File: src/rtl/disp_pkg.sv
// Shared types and constants for the 7-segment scanner: scan FSM states and the
// active-low glyph table in a..g order (bit 0 of the [0:6] vector is segment a).
package disp_pkg;

    typedef enum logic [0:0] {
        BLANK  = 1'b0,
        ACTIVE = 1'b1
    } scan_state_t;

    localparam logic [0:6] SEG_BLANK = 7'h7F;

    localparam logic [0:6] GLYPH [0:15] = '{
        7'b0000001,  // 0
        7'b1001111,  // 1
        7'b0010010,  // 2
        7'b0000110,  // 3
        7'b1001100,  // 4
        7'b0100100,  // 5
        7'b0100000,  // 6
        7'b0001111,  // 7
        7'b0000000,  // 8
        7'b0000100,  // 9
        7'b0001000,  // A
        7'b1100000,  // b
        7'b0110001,  // C
        7'b1000010,  // d
        7'b0110000,  // E
        7'b0111000   // F
    };

endpackage

File: src/rtl/nibble_to_seg.sv
// Combinational nibble-to-segment decoder; in decimal mode values above 9 render
// as a blank glyph so the digit stays enabled but shows nothing.
import disp_pkg::*;

module nibble_to_seg (
    input  logic [3:0] nibble,
    input  logic       mode,
    output logic [0:6] seg
);

    assign seg = (!mode && (nibble > 4'd9)) ? SEG_BLANK : GLYPH[nibble];

endmodule

File: src/rtl/seg_scan_ctrl.sv
// Time-multiplexed common-anode 7-segment scanner: per-frame input snapshot,
// blank gap between digit slots, PWM brightness and leading-zero suppression.
import disp_pkg::*;

module seg_scan_ctrl #(
    parameter int NUM_DIGITS = 4,
    parameter int BLANK_CYC  = 4,
    parameter int ACT_LOG2   = 6,
    parameter int BR_W       = 3
) (
    input  logic                    CLK,
    input  logic                    CLEAR,
    input  logic [4*NUM_DIGITS-1:0] DIGITS,
    input  logic [NUM_DIGITS-1:0]   DP_IN,
    input  logic                    MODE,
    input  logic                    LZ_EN,
    input  logic [BR_W-1:0]         BRIGHT,
    output logic [NUM_DIGITS-1:0]   CAT,
    output logic [0:6]              HEX,
    output logic                    DP,
    output logic                    FRAME
);

    localparam int IDX_W   = $clog2(NUM_DIGITS);
    localparam int BLK_W   = $clog2(BLANK_CYC + 1);
    localparam int CNT_W   = (ACT_LOG2 >= BLK_W) ? ACT_LOG2 : BLK_W;
    localparam int ACT_LEN = 1 << ACT_LOG2;

    scan_state_t            state;
    logic [CNT_W-1:0]       cnt;
    logic [IDX_W-1:0]       idx;

    logic [4*NUM_DIGITS-1:0] snap_digits;
    logic [NUM_DIGITS-1:0]   snap_dp;
    logic                    snap_mode;
    logic                    snap_lz;
    logic [BR_W-1:0]         snap_bright;

    logic                    frame_start;
    logic                    blank_last;
    logic                    act_last;
    logic [3:0]              sel_nibble;
    logic                    sel_dp;
    logic                    sel_supp;
    logic                    zero_above;
    logic [BR_W-1:0]         pwm_code;
    logic                    pwm_lit;
    logic                    drive;
    logic [0:6]              glyph;
    logic [NUM_DIGITS-1:0]   cat_next;

    assign frame_start = (state == BLANK) && (cnt == '0) && (idx == '0);
    assign blank_last  = (cnt == CNT_W'(BLANK_CYC - 1));
    assign act_last    = (cnt == CNT_W'(ACT_LEN - 1));

    always_ff @(posedge CLK or negedge CLEAR) begin
        if (!CLEAR) begin
            state <= BLANK;
            cnt   <= '0;
            idx   <= '0;
        end else begin
            case (state)
                BLANK: begin
                    if (blank_last) begin
                        state <= ACTIVE;
                        cnt   <= '0;
                    end else begin
                        cnt <= cnt + CNT_W'(1);
                    end
                end
                ACTIVE: begin
                    if (act_last) begin
                        state <= BLANK;
                        cnt   <= '0;
                        idx   <= (idx == IDX_W'(NUM_DIGITS - 1)) ? '0 : idx + IDX_W'(1);
                    end else begin
                        cnt <= cnt + CNT_W'(1);
                    end
                end
                default: begin
                    state <= BLANK;
                    cnt   <= '0;
                end
            endcase
        end
    end

    // Everything the display shows comes from this frame-aligned copy.
    always_ff @(posedge CLK or negedge CLEAR) begin
        if (!CLEAR) begin
            snap_digits <= '0;
            snap_dp     <= '0;
            snap_mode   <= 1'b0;
            snap_lz     <= 1'b0;
            snap_bright <= '0;
        end else if (frame_start) begin
            snap_digits <= DIGITS;
            snap_dp     <= DP_IN;
            snap_mode   <= MODE;
            snap_lz     <= LZ_EN;
            snap_bright <= BRIGHT;
        end
    end

    // Walk from the top digit down; a digit is a leading zero while every nibble
    // at or above it is zero. Digit 0 is never part of that run.
    always_comb begin
        sel_nibble = snap_digits[3:0];
        sel_dp     = snap_dp[0];
        sel_supp   = 1'b0;
        zero_above = 1'b1;
        for (int i = NUM_DIGITS - 1; i >= 1; i--) begin
            zero_above = zero_above & (snap_digits[4*i +: 4] == 4'h0);
            if (idx == IDX_W'(i)) begin
                sel_nibble = snap_digits[4*i +: 4];
                sel_dp     = snap_dp[i];
                sel_supp   = snap_lz & zero_above;
            end
        end
    end

    nibble_to_seg u_dec (
        .nibble (sel_nibble),
        .mode   (snap_mode),
        .seg    (glyph)
    );

    assign pwm_code = cnt[ACT_LOG2-1 -: BR_W];
    assign pwm_lit  = (snap_bright == {BR_W{1'b1}}) || (pwm_code < snap_bright);
    assign drive    = (state == ACTIVE) && pwm_lit && !sel_supp;
    assign cat_next = drive ? ~(NUM_DIGITS'(1) << idx) : {NUM_DIGITS{1'b1}};

    always_ff @(posedge CLK or negedge CLEAR) begin
        if (!CLEAR) begin
            CAT   <= {NUM_DIGITS{1'b1}};
            HEX   <= SEG_BLANK;
            DP    <= 1'b1;
            FRAME <= 1'b0;
        end else begin
            CAT   <= cat_next;
            HEX   <= drive ? glyph : SEG_BLANK;
            DP    <= drive ? ~sel_dp : 1'b1;
            FRAME <= frame_start;
        end
    end

endmodule

File: config.mk
export PLATFORM = sky130hd
export DESIGN_NAME = seg_scan_ctrl
export DESIGN_NICKNAME = d
export VERILOG_FILES = /design/src/rtl/disp_pkg.sv /design/src/rtl/nibble_to_seg.sv /design/src/rtl/seg_scan_ctrl.sv
export SDC_FILE = /design/constraint.sdc
export NUM_CORES = 1
export LEC_CHECK = 0
export CAP_MARGIN = 20
export CORE_MARGIN = 4
export CORE_UTILIZATION = 30
export CTS_CLUSTER_DIAMETER = 50
export DETAILED_ROUTE_END_ITERATION = 8
export GPL_TIMING_DRIVEN = 0
export HOLD_SLACK_MARGIN = 0.1
export PLACE_DENSITY_LB_ADDON = 0.08
export SKIP_LAST_GASP = 1
export SLEW_MARGIN = 25
export SYNTH_ARGS = -nofsm -noshare
export SYNTH_HDL_FRONTEND = slang
export SYNTH_SLANG_ARGS = --single-unit
File: constraint.sdc
create_clock -name CLK -period 3.3 [get_ports CLK]
set_input_delay 0.99 -clock CLK [delete_from_list [all_inputs] [get_ports CLK]]
set_output_delay 0.99 -clock CLK [all_outputs]
set_load 0.02 [all_outputs]
-- Yosys cells after proc, flatten, opt, wreduce, memory -nomap -nowiden
Memory sizes are Yosys's and may differ from the RTL's.
Index checks and enable logic that the tools add are counted.
- $add $sub $neg: 2
- order comparisons: 3
- eq/ne operators: 6
- shifts and indexed selects: 1
- multiplexer cells: 22
- bitwise operators: 9
- reduce and logical (&&, ||, !) cells: 14
- operators with widths (operator ; count):
    2-to-1 mux 7 bit ; 4
    2-to-1 mux 4 bit ; 4
    zero test 4 bit ; 3
    2-to-1 mux 6 bit ; 2
    one-hot mux 6 bit (2 select lines) ; 1
    2-to-1 mux 1 bit ; 9
    adder 6 x 1 -> 6 bit, second input constant ; 1
    equality test 6 x 2 -> 1 bit, second input constant ; 1
    equality test 6 bit, second input constant ; 1
    zero test 6 bit ; 1
    bitwise AND 1 bit ; 5
    greater-or-equal comparator 5 bit, second input constant ; 1
    logical AND 1 bit ; 5
    NOT 4 -> 5 bit ; 1
    equality test 2 bit, second input constant ; 2
    > comparator 4 bit, second input constant ; 1
    NOT 4 bit ; 1
    << shifter 1 x 2 -> 4 bit, first input constant ; 1
    equality test 3 bit, second input constant ; 1
    less-than comparator 3 bit ; 1
    adder 2 x 1 -> 2 bit, second input constant ; 1
    equality test 2 x 1 -> 1 bit, second input constant ; 1
    zero test 1 bit ; 2
    zero test 2 bit ; 1
    5 further kinds ; 6
- register bits: 47
- ROM bits: 112
- input port bits: 27
- output and inout bits: 13
- memories kept: 1
- memories (memory ; words ; width ; read ports ; clocked after Yosys merged registers in ; write ports ; RTL line ; source):
    (name not given) ; 16 ; 7 ; 1 ; 0 ; 0 ; nibble_to_seg.sv:11 ; assign seg = (!mode && (nibble > 4'd9)) ? SEG_BLANK : GLYPH[nibble];

-- Longest topological paths before layout
- depth in word-level cells: 10
- mapped depth: 11

-- Modules after synthesis
Synthesis repeated with hierarchy kept, for this count alone.
- cell total of the unflattened synthesis: 216
- area, all modules: 2509.9 µm²
- by module, submodules not included (module ; instances ; cells an instance ; area each (µm²) ; sequential area each (µm²)):
    seg_scan_ctrl ; 1 ; 174 ; 2199.6 ; 1191.1
    nibble_to_seg ; 1 ; 42 ; 310.3 ; 0.0

-- Least setup slack after synthesis
OpenSTA, ideal clock, no wires.
- path type: register to register
- start: register idx[0]
- end: register HEX[2] in the netlist's numbering
- setup time: 0.103 ns
- arrival: 2.478 ns
- setup slack: 0.719 ns
- stages on the path, launching flop included: 11
- clock period less this slack: 2.581 ns
- path through: dfrtp_1 inv_1 ha_1 buf_4 or2_2 o221ai_1 ha_1 nor2_1 o211a_1 a211oi_4 o221ai_1
- longest elaborated chain between the ends: 10
- ends and longest elaborated chain (item ; RTL line ; source):
    start, declared ; seg_scan_ctrl.sv:31 ; logic [IDX_W-1:0] idx;
    start signal, assigned ; seg_scan_ctrl.sv:75 ; idx <= (idx == IDX_W'(NUM_DIGITS - 1)) ? '0 : idx + IDX_W'(1);
    equality test 2 bit ; seg_scan_ctrl.sv:114 ; if (idx == IDX_W'(i)) begin
    2-to-1 mux 4 bit (3 in a row) ; seg_scan_ctrl.sv:114 ;
    NOT 4 -> 5 bit (not written as such) ; nibble_to_seg.sv:11 ;
    memory read (16 x 7 bit) ; - ;
    2-to-1 mux 7 bit (not written as such) (2 in a row) ; nibble_to_seg.sv:11 ;
    2-to-1 mux 7 bit ; nibble_to_seg.sv:11 ;
    2-to-1 mux 7 bit (*) ; seg_scan_ctrl.sv:141 ; HEX <= drive ? glyph : SEG_BLANK;
    end signal, assigned ; seg_scan_ctrl.sv:141 ;
    end, declared ; seg_scan_ctrl.sv:19 ; output logic [0:6] HEX,
Every way passes the cells marked *; elsewhere a longest branch is shown, timed or not. The select of a mux whose other input is x is not followed.
A chain may end at the register's enable or synchronous reset.

-- Final worst setup path
- start: register idx[0]
- end: register HEX[4] in the netlist's numbering
The elaborated chain is that of the path after synthesis.

==> flow_summary.json <==
{
  "core_um2": 7770,
  "min_path_cells": 1,
  "timing.critical_path.arrival_ns": 3.11,
  "postSynth.topFlopCell": "dfrtp_1",
  "min_path_type": "flip-flop to flip-flop",
  "drc": 0,
  "min-delay-start": "cnt[0]$_DFF_PN0_",
  "hold_violations": 0,
  "worst_hold_path.endpoint": "cnt[0]$_DFF_PN0_",
  "gp_routability_congestion": 0.727,
  "area_growth_pct": 26.0,
  "cts_hold_repair.buffers": 0,
  "fmax_mhz": 343,
  "synth.net_count": 252,
  "dp_worst_setup_slack_ns": 0.177,
  "synthesis.area_um2": 2420,
  "critical_path_slowest_stage_cell": "dfrtp_1",
  "hold_slack_ns": 0.493,
  "dr.first_iter.drc_count": 37,
  "routed_via_density": 4.60,
  "yosys_top_cell_area_share_pct": 36.2,
  "yosysWarningCount": 0,
  "netlist_top_cells_area": "dfrtp_1, dfstp_2, mux2_2",
  "yosys.cell_count.top_type": "dfrtp_1",
  "critical_path.cell_chain": "inv_1, ha_1, buf_4, or2_2, o221ai_2, ha_1, nor2_1, o211a_1, a211oi_4, o221ai_1",
  "worstSkewPairLatency_ns": 0.30,
  "finish.net_count": 298,
  "grt_overflow": 0,
  "power.static_leakage_nw": 1.26,
  "setup-violations-final": 0,
  "design.portCount": 40,
  "detailed_place_hpwl_mm": 3.64,
  "worst_slew_pin_slew_ns": 0.636,
  "final_design_area_excluding_fillers_um2": 3050,
  "detailedRoute.firstPassIterationCount": 4,
  "finalMaxSlewViolations": 0,
  "placementRows": 32,
  "depth_of_the_worst_register_to_register_path": 10,
  "max_stage_delay_ns": 0.41,
  "path_common_cell": "ha_1",
  "finalWorstSetupSlack_ns": 0.383,
  "cts.root.buffer_cell": "clkbuf_8",
  "synth_area_leader_cell": "dfrtp_1",
  "number_of_buffers_added_by_the_clock_tree_synthesis_step": 5,
  "clkTransAtPathRegs_ns": 0.09,
  "fin_crit_sh_pct": 88.4,
  "route.antenna.remaining_nets": 0,
  "regArea_um2": 1190,
  "ys_async_sr_fraction_pct": 100,
  "skew_ns": 0.0134,
  "vdd.ir_drop.worst_mv": 0.131,
  "register_to_register_setup_slack_ns": 0.38,
  "postLayoutCoreUtil_pct": 39.2,
  "cts.sinks": 47,
  "diodes": 0,
  "post_route_cells_drive_above_1_share_pct": 24.9,
  "critPathRequiredTime_ns": 3.49,
  "route.detailed.wl_per_inst_um": 13.8,
  "post_layout_min_period_ns": 2.92,
  "postCtsSetupRepairBufs": 0,
  "timing.slew.headroom_pct": 57.5,
  "grt_first_pass_wirelength_mm": 8.30,
  "crit_path_category": "flip-flop to flip-flop",
  "floorplan.initialDensity_pct": 31.1,
  "buffer_depth_of_the_longest_clock_path": 2,
  "die-width_um": 97.8,
  "number_of_flops_mapped_to_enable_cells_by_yosys": 0,
  "syn-mean-instance-area_um2": 11.5,
  "layout.filler_cells": 780,
  "synth.yosys.seq_area_share_pct": 49.2,
  "die_h_um": 97.8,
  "post_place_instance_area_um2": 2930,
  "port_buffers": 39,
  "powerDensity_nw_per_um2": 387,
  "synthesis.instances": 210,
  "crit_path_start_kind": "flip-flop",
  "cts-htree-levels": 2,
  "grt_use_total_pct": 11.0,
  "grt_antenna_before_repair": 0,
  "first_global_vias": 1634,
  "area_of_the_multi_input_gates_um2": 1130,
  "crit_path_max_fanout": 10,
  "worstReg2RegStart": "idx[0]$_DFFE_PN0P_",
  "finalWirelength_mm": 4.95,
  "detailroute.via_count": 1651,
  "tritoncts": "done",
  "max-cap-violations": 0,
  "grt_setup_unrepaired": "false",
  "final.setup.tns_ns": 0,
  "run_status": "completed",
  "ys_ff_latch": 47,
  "postCtsResizedCells": 0,
  "critPathCaptureType": "flip-flop",
  "number_of_unique_standard_cell_types_used_by_synthesis": 43,
  "full_die_area_um2": 9560,
  "synth_common_cells": "dfrtp_1, mux2_2, nand2_1, ha_1, inv_1",
  "grt_start_max_net_pins": 48,
  "critical_register_to_register_path_endpoint": "HEX[4]$_DFF_PN1_"
}
placed cells by master, fill, tap and decap left out, drive strengths merged, types with 6 or more instances in the layout:
cell type / instances
nand3: 6
nand2: 23
inv: 15
ha: 15
buf: 7
clkbuf: 7
clkdlybuf4s50: 38
mux2: 26
nor2: 12
dfstp: 12
a21oi: 7
dfrtp: 35
o21ai: 8
metrics by stage:
step | cells | power (mW)
2_1_floorplan | 210 | 0.697
3_3_place_gp | 351 | 0.775
3_5_place_dp | 351 | 0.775
4_1_cts | 359 | 1.21
5_1_grt | 359 | 1.25
6_report | 359 | 1.18
sequential cells by signal, summed over array words and instances (netlist names):
name	flops
DP	1
snap_dp	4
FRAME	1
snap_bright	3
state	1
snap_digits	16
snap_mode	1
snap_lz	1
CAT	4
idx	2
HEX	7
cnt	6
logic make-up (layout without fill, tap and decap cells):
family / after synthesis / after routing / synth area share (%)
AO/OA/AOI/OAI: 33 / 33 / 10.2
XOR/XNOR: 2 / 2 / 0.724
adder cells (fa/ha/maj): 15 / 15 / 7.76
buffers and inverters: 21 / 68 / 4.19
flip-flops: 47 / 47 / 49.2
multiplexers: 31 / 31 / 14.2
AND/OR/NAND/NOR: 61 / 61 / 13.7
worst max-delay path: cells and delay by family (launching register included):
| kind | cells | cell delay (ns) |
|---|---|---|
| AO/OA/AOI/OAI | 4 | 1.17 |
| adder cells (fa/ha/maj) | 2 | 0.56 |
| buffers and inverters | 2 | 0.27 |
| flip-flops | 1 | 0.41 |
| AND/OR/NAND/NOR | 2 | 0.40 |
cell type report:
| class | instances | share of cell area [%] |
|---|---|---|
| Timing Repair Buffer | 39 | 12.7 |
| Clock buffer | 7 | 2.51 |
| Sequential cell | 47 | 39.1 |
| Multi-Input combinational cell | 142 | 37.2 |
| Inverter | 15 | 1.85 |
| Buffer | 6 | 1.48 |
| Tap cell | 102 | 4.19 |
| Clock inverter | 1 | 0.986 |
report_power, final:
group          switching [mW]  internal [mW]  leakage (nW)  total (mW)
sequential             0.0131          0.608         0.533       0.621
combinational          0.0653         0.0749         0.679       0.140
clock                   0.191          0.227        0.0524       0.418
metal layers:
metal	wire [um]	global-route usage [%]	vias to the layer above
met2	2330	18.1	29
li1	-	-	829
met3	215	2.93	5
met4	76	3.83	0
met1	2320	14.1	788
met5	0	0	-
worst max path at each step:
stage	cells after the start	start	slack, ns	endpoint
final	10	idx[0]$_DFFE_PN0P_	0.38	HEX[4]$_DFF_PN1_
after global routing	10	idx[0]$_DFFE_PN0P_	0.18	HEX[4]$_DFF_PN1_
after CTS	10	idx[0]$_DFFE_PN0P_	0.14	HEX[4]$_DFF_PN1_
after detailed placement	10	idx[0]$_DFFE_PN0P_	0.18	HEX[4]$_DFF_PN1_
after global placement	1	CLEAR	-0.16	cnt[1]$_DFF_PN0_
after floorplan	10	idx[0]$_DFFE_PN0P_	0.72	HEX[2]$_DFF_PN1_
(Power assumes the default switching activity.)
==> patch, RTL diff (config.mk and constraints unchanged) <==
Add an input register stage for `DIGITS`, `DP_IN`, `MODE`, `LZ_EN` and `BRIGHT`, without a reset; this delays them by one clock.
--- a/src/rtl/seg_scan_ctrl.sv
+++ b/src/rtl/seg_scan_ctrl.sv
@@ -27,2 +27,16 @@
     localparam int ACT_LEN = 1 << ACT_LOG2;
+
+    logic [4*NUM_DIGITS-1:0] DIGITS_q;
+    logic [NUM_DIGITS-1:0] DP_IN_q;
+    logic MODE_q;
+    logic LZ_EN_q;
+    logic [BR_W-1:0] BRIGHT_q;
+
+    always_ff @(posedge CLK) begin
+        DIGITS_q <= DIGITS;
+        DP_IN_q  <= DP_IN;
+        MODE_q   <= MODE;
+        LZ_EN_q  <= LZ_EN;
+        BRIGHT_q <= BRIGHT;
+    end
 
@@ -96,7 +110,7 @@
         end else if (frame_start) begin
-            snap_digits <= DIGITS;
-            snap_dp     <= DP_IN;
-            snap_mode   <= MODE;
-            snap_lz     <= LZ_EN;
-            snap_bright <= BRIGHT;
+            snap_digits <= DIGITS_q;
+            snap_dp     <= DP_IN_q;
+            snap_mode   <= MODE_q;
+            snap_lz     <= LZ_EN_q;
+            snap_bright <= BRIGHT_q;
         end
Check against the original RTL: not equivalent (a bounded check fails within 10 cycles, from zero or initial values).
==> patch against the unedited design <==
Synthesized cell count increased by 10%; power rose by 56%; final cell count rose by 16%; combinational power is essentially flat; maximum frequency increased by 3.5%; synthesized area is 21% higher; cell area is 21% higher; worst setup slack gained 98 ps; critical path depth grew 1; hold slack got worse by 30 ps; sequential cell count up 25; wire length up 7.9%.
==> patch: results <==
set metrics [dict create \
    grtUsageMet1_pct 13.3 \
    syn-num-nets 273 \
    worstPathArrival_ps 3070 \
    drive_above_1_share_pct 22.7 \
    ys_top_cells_by_count "dfrtp_1 (35), mux2_2 (27), dfxtp_1 (25)" \
    leakage_nw 1.55 \
    drt_iter0_drc 61 \
    top_regs "DIGITS_q (16), snap_digits (16), HEX (7)" \
    dp_hpwl_microns 3770 \
    status "finished, final reports clean" \
    reg2reg_from "idx[1]$_DFFE_PN0P_" \
    vdd_drop_max_v 0.000195 \
    crit_end "HEX[3]$_DFF_PN1_" \
    synth_adder_area_share_pct 6.43 \
    insertion_delay_ps 340 \
    h-tree-depth 3 \
    gr-usage-met2_pct 15.3 \
    dp_slack_ps 449 \
    synth_mux_area_share_pct 12.8 \
    ys_types 42 \
    synthXorXnorAreaFrac_pct 1.20 \
    synth-seq-area-share_pct 58.0 \
    finalHoldWorstSlack_ps 463 \
    setup_slack_ps 481 \
    routed-via-count 1787 \
    grt_use_total_pct 10.2 \
    cts_buffers 9 \
    clock_skew_ps 8.74 \
    holdCritStartpoint "DIGITS_q[0]$_DFF_P_" \
    use_met3_pct 2.89 \
    synth_compound_area_share_pct 7.93 \
    wl_microns 5340 \
    async_flop_share_pct 65.3 \
]
[patch: metal layers]
layer	vias up	wire, microns
met2	31	2380
li1	899	-
met3	10	235
met1	847	2600
met4	0	127
met5	-	0
[patch: per-stage QoR]
| step | util (%) | instance area [sq um] | cells |
|---|---|---|---|
| after detailed placement | 37.0 | 3470 | 399 |
| after floorplan | - | 2920 | 231 |
| final | 39.3 | 3680 | 415 |
| after CTS | 39.3 | 3680 | 415 |
| after global placement | 37.0 | 3470 | 399 |
| after global routing | 39.3 | 3680 | 415 |
[patch: worst max-delay path, cell delays in order (launching register included)]
cell	delay, ps
dfrtp_1	410
inv_1	100
ha_1	240
buf_2	270
and3b_1	210
a221o_1	340
inv_1	190
ha_1	200
nor2_1	50
o211a_1	230
a211oi_4	340
o21ai_0	150
[patch: final cells by class]
| cell class | count | area [sq um] | area share (%) |
|---|---|---|---|
| inverter | 16 | 60.1 | 1.63 |
| buffer | 6 | 51.3 | 1.39 |
| multi-input combinational | 137 | 1110 | 30.3 |
| sequential | 72 | 1690 | 46.0 |
| tap | 129 | 161 | 4.39 |
| timing repair buffer | 39 | 388 | 10.5 |
| clock inverter | 5 | 81.3 | 2.21 |
| clock buffer | 11 | 131 | 3.57 |
[patch: power groups by stage]
stage,clock (mW),sequential (mW),combinational (mW)
finish,0.755,0.942,0.140
detailed placement,0,0.961,0.143
CTS,0.791,0.943,0.144
global placement,0,0.961,0.142
floorplan,0,0.969,0.0578
global route,0.820,0.947,0.155
[patch: cells by family (layout without fill, tap and decap cells)]
logic type | count (synthesis) | count (layout)
compound gates | 29 | 29
xor+xnor | 4 | 4
fa+ha+maj | 15 | 15
buf+inv | 22 | 77
flops | 72 | 72
mux | 34 | 34
simple gates | 55 | 55
